==> src/rtl/gcd_proc_pkg.sv <==
// Shared constants for the number-theory datapath (GCD and LCM processors).
// Latency: n/a (declarations only).
// Backpressure: n/a.
package gcd_proc_pkg;

  // Default operand/result width, shared with the LCM processor.
  localparam int GCD_W_DEF = 4;

  // FSM state encodings. The two spare codes are treated as IDLE recovery.
  localparam logic [1:0] ST_IDLE = 2'd0;
  localparam logic [1:0] ST_CALC = 2'd1;

endpackage

==> src/rtl/gcd_step.sv <==
// Combinational compare/subtract step for the subtractive GCD loop.
// Latency: 0 cycles (pure combinational).
// Backpressure: none; outputs follow a/b directly.
//
// Ports:
//   a, b  : W-bit unsigned operands
//   eq    : a == b
//   gt    : a > b
//   az    : a == 0
//   bz    : b == 0
//   diff  : larger minus smaller (never underflows)
module gcd_step
  import gcd_proc_pkg::*;
#(
  parameter int W = GCD_W_DEF
) (
  input  logic [W-1:0] a,
  input  logic [W-1:0] b,
  output logic         eq,
  output logic         gt,
  output logic         az,
  output logic         bz,
  output logic [W-1:0] diff
);

  assign eq   = (a == b);
  assign gt   = (a > b);
  assign az   = (a == '0);
  assign bz   = (b == '0);
  // Ordering the operands first means the result always fits in W bits.
  assign diff = gt ? (a - b) : (b - a);

endmodule

==> src/rtl/gcd_proc.sv <==
// Iterative subtractive GCD engine: one subtraction per clock until convergence.
// Latency: done_o rises S+2 cycles after the accepting go edge (counting that edge), S = subtraction steps.
// Backpressure: go_i is honoured only in IDLE; requests while busy are dropped, not queued.
//
// Ports:
//   clk    : system clock, all state changes on posedge
//   rst    : synchronous active-high reset, overrides everything
//   go_i   : start request, sampled only in IDLE
//   x_i    : operand X, captured on an accepted go_i
//   y_i    : operand Y, captured on an accepted go_i
//   busy_o : high while the engine is iterating
//   done_o : one-cycle pulse, d_o/err_o updated on this cycle
//   d_o    : GCD result, held until the next done_o
//   err_o  : set when both operands were zero, held with d_o
module gcd_proc
  import gcd_proc_pkg::*;
#(
  parameter int W = GCD_W_DEF
) (
  input  logic         clk,
  input  logic         rst,
  input  logic         go_i,
  input  logic [W-1:0] x_i,
  input  logic [W-1:0] y_i,
  output logic         busy_o,
  output logic         done_o,
  output logic [W-1:0] d_o,
  output logic         err_o
);

  logic [1:0]   state;
  logic [W-1:0] xr;
  logic [W-1:0] yr;

  logic         s_eq;
  logic         s_gt;
  logic         s_az;
  logic         s_bz;
  logic [W-1:0] s_diff;

  gcd_step #(.W(W)) u_step (
    .a    (xr),
    .b    (yr),
    .eq   (s_eq),
    .gt   (s_gt),
    .az   (s_az),
    .bz   (s_bz),
    .diff (s_diff)
  );

  assign busy_o = (state == ST_CALC);

  always_ff @(posedge clk) begin
    if (rst) begin
      // Any in-flight operation is abandoned without a done pulse.
      state  <= ST_IDLE;
      xr     <= '0;
      yr     <= '0;
      d_o    <= '0;
      done_o <= 1'b0;
      err_o  <= 1'b0;
    end else begin
      // done_o is a single-cycle pulse unless a terminal case re-asserts it.
      done_o <= 1'b0;
      case (state)
        ST_IDLE: begin
          // Also reached in the done_o cycle, so back-to-back starts need no bubble.
          if (go_i) begin
            xr    <= x_i;
            yr    <= y_i;
            state <= ST_CALC;
          end
        end
        ST_CALC: begin
          if (s_az && s_bz) begin
            d_o    <= '0;
            err_o  <= 1'b1;
            done_o <= 1'b1;
            state  <= ST_IDLE;
          end else if (s_az) begin
            d_o    <= yr;
            err_o  <= 1'b0;
            done_o <= 1'b1;
            state  <= ST_IDLE;
          end else if (s_bz) begin
            d_o    <= xr;
            err_o  <= 1'b0;
            done_o <= 1'b1;
            state  <= ST_IDLE;
          end else if (s_eq) begin
            d_o    <= xr;
            err_o  <= 1'b0;
            done_o <= 1'b1;
            state  <= ST_IDLE;
          end else if (s_gt) begin
            xr <= s_diff;
          end else begin
            yr <= s_diff;
          end
        end
        default: state <= ST_IDLE;
      endcase
    end
  end

endmodule

==> config.mk <==
export PLATFORM = sky130hd
export DESIGN_NAME = gcd_proc
export DESIGN_NICKNAME = d
export VERILOG_FILES = /design/src/rtl/gcd_proc_pkg.sv /design/src/rtl/gcd_step.sv /design/src/rtl/gcd_proc.sv
export SDC_FILE = /design/constraint.sdc
export NUM_CORES = 1
export LEC_CHECK = 0
export BUFFER_PORTS_ARGS = -buffer_cell sky130_fd_sc_hd__buf_2
export CAP_MARGIN = 10
export CORE_MARGIN = 2
export CORE_UTILIZATION = 54
export CTS_BUF_LIST = sky130_fd_sc_hd__clkbuf_4
export CTS_CLUSTER_DIAMETER = 40
export DETAILED_ROUTE_END_ITERATION = 12
export PLACE_DENSITY = 0.78
export RECOVER_POWER = 50
export SLEW_MARGIN = 20
export SYNTH_ARGS = -nofsm -noshare
export SYNTH_HDL_FRONTEND = slang
export SYNTH_SLANG_ARGS = --single-unit
==> constraint.sdc <==
create_clock -name clk -period 4.3 [get_ports clk]
set_input_delay 1.29 -clock clk [delete_from_list [all_inputs] [get_ports clk]]
set_output_delay 1.29 -clock clk [all_outputs]
set_load 0.02 [all_outputs]
==> qor.yml <==
status: "complete, no violations"
place_congestion: 0.917
yosys.area_share.simple: 0.197
finalSetupViolCount: 0
antenna_cells: 0
vias: 904
cts.path.max_buffers: 2
synth-seq-cells: 15
r2r_cells: 7
cellLeakagePower_nw: 0.434
cp.depth: 7
fin_tns_setup_ns: 0
crit_type: "flip-flop to flip-flop"
path_max_fanout: 10
drt-pass1-iter-count: 4
clk_latency_ns: 0.30
synth_nets: 131
yosys.cell_count.top_type: "dfxtp_1"
slowest_stage: "or4_1"
crit_required_ns: 4.51
crit_family: "simple AND/OR/NAND/NOR gates"
htreeDepth: 1
muxShareOfSynthArea: 0.0105
routed_wl_um: 2160
fin_crit_sh: 0.579
grt_max_degree: 17
initial_core_util: 0.567
die_x_um: 46.1
tightest_slew_ns: 0.557
synth_top_area_frac: 0.314
crit_chain: "inv_1 > ha_1 > and4_1 > or4_1 > o21ai_4 > nor2_1 > a311oi_1"
hold_class: "flip-flop to flip-flop"
antenna_found_initial: 0
synth-async-reset-ratio: 0
routed_via_density: 6.23
ys.flop_type: "dfxtp_1"
whs_ns: 0.483
power.density_mw_per_mm2: 431
synth_cell_types: 33
gr-total-overflow: 0
pin_count: 18
wl_per_cell_um: 14.9
cts.clk_slew.worst_paths_ns: 0.10
drive_gt1_frac: 0.148
drv_slew: 0
die_h_um: 46.1
syn_area_per_cell_um2: 8.62
syn_area_um2: 957
holdPathStages: 2
grt_pass1_wl_um: 3610
fin_nets: 149
synth.area.top_cells: "dfxtp_1, ha_1, a21oi_1, a211oi_1, nor2_1"
synth_top_family_by_area: "compound AO/OA/AOI/OAI gates"
rows: 15
synthAdderAreaFrac: 0.133
grt_pass1_vias: 821
clock.fmax_mhz: 401
dieArea_mm2: 0.00213
antenna_left: 0
cp.buffers_inverters: 1
synth_edf_count: 0
yosys-top-cells-count: "dfxtp_1, a21oi_1, nor2_1"
root_buffer: "clkbuf_4"
ctsHoldBuffers: 0
skew_ns: 0.0105
cts-resized-gates: 0
remaining_drc_errors: 0
arrival_ns: 2.70
dpl.hpwl_um: 1630
yosys_warnings: 0
synth-seq-area-share: 0.314
hold_violations: 0
ir_drop_v: 0.000289
critPathLaunchType: "flip-flop"
cap_violations: 0
synthXorXnorAreaFrac: 0.00915
cpPeakStageDelay_ns: 0.60
rsz0062_at_grt: "false"
area_delta_synth_final_pct: 10.2
synth_top_area_cell: "dfxtp_1"
cts.sinks: 15
fin_crit_ns: 2.49
cts_tree: "done"
grtUsageTotal: 0.245
core_mm2: 0.00169
port-buffer-count: 17
cts_setup_buffers: 0
numCtsBuffers: 3
drtIter0Drc: 28
slew_headroom: 0.625
synthCells: 111
synth_compound_area_frac: 0.273
end_kind: "flip-flop"
-- layout by cell type (no fill, tap or decap), types with 3 or more instances in the layout --
cell / count
a211oi_1: 6
a21oi_1: 13
a311oi_1: 4
buf_2: 11
clkbuf_1: 6
clkbuf_4: 3
dfxtp_1: 15
ha_1: 7
inv_1: 10
nand2_1: 7
nand3_1: 3
nor2_1: 12
nor3_1: 3
o21ai_0: 5
-- state kept, by name, summed over array words and instances (netlist names) --
| name | count |
|---|---|
| d_o | 4 |
| xr | 4 |
| yr | 4 |
| done_o | 1 |
| err_o | 1 |
| state | 1 |
-- final cells by class --
| class | instances | area (µm²) |
|---|---|---|
| Inverter | 10 | 37.5 |
| Fill cell | 153 | 634 |
| Timing Repair Buffer | 17 | 77.6 |
| Multi-Input combinational cell | 82 | 591 |
| Tap cell | 17 | 21.3 |
| Clock inverter | 1 | 5.00 |
| Sequential cell | 15 | 300 |
| Clock buffer | 3 | 22.5 |
-- routing by layer --
metal | track usage | part of all wire
met1 | 0.313 | 0.46
met2 | 0.383 | 0.47
met5 | 0 | 0
met3 | 0.0784 | 0.056
met4 | 0.0914 | 0.013
-- final timing paths --
check             endpoint   from  slack [ns]
setup reg to reg     xr[3]  yr[2]        1.81
hold / removal       err_o  err_o        0.48
hold reg to reg      err_o  err_o        0.48
setup / recovery     xr[3]  yr[2]        1.81
-- where the power goes --
group	switching [mW]	total (mW)	leakage [nW]	internal [mW]
clock network	0.0483	0.0830	0.0177	0.0347
logic	0.118	0.195	0.293	0.0768
registers	0.0210	0.177	0.124	0.156
total	0.188	0.455	0.434	0.267
-- kinds of logic (layout without fill, tap and decap cells) --
logic type	Yosys count	after routing
XOR/XNOR	1	1
AND/OR/NAND/NOR	34	34
flip-flops	15	15
buffers and inverters	14	31
multiplexers	1	1
adder cells (fa/ha/maj)	9	9
AO/OA/AOI/OAI	37	37
-- worst min-delay path, delay by kind of cell, from the launching register on --
family | cells | cell delay (ns)
AO/OA/AOI/OAI | 2 | 0.13
flip-flops | 1 | 0.31
-- per-stage QoR --
| stage | setup slack (ns) | power [mW] | cell area [µm²] | cells | util |
|---|---|---|---|---|---|
| floorplan | 2.24 | 0.336 | 957 | 111 | - |
| global placement | 1.98 | 0.373 | 1040 | 141 | 0.616 |
| CTS | 1.94 | 0.462 | 1070 | 145 | 0.633 |
| detailed placement | 1.95 | 0.378 | 1040 | 141 | 0.616 |
| global route | 1.63 | 0.491 | 1050 | 145 | 0.624 |
| finish | 1.81 | 0.455 | 1050 | 145 | 0.624 |
Note: power is estimated with default switching activity, not from simulation.
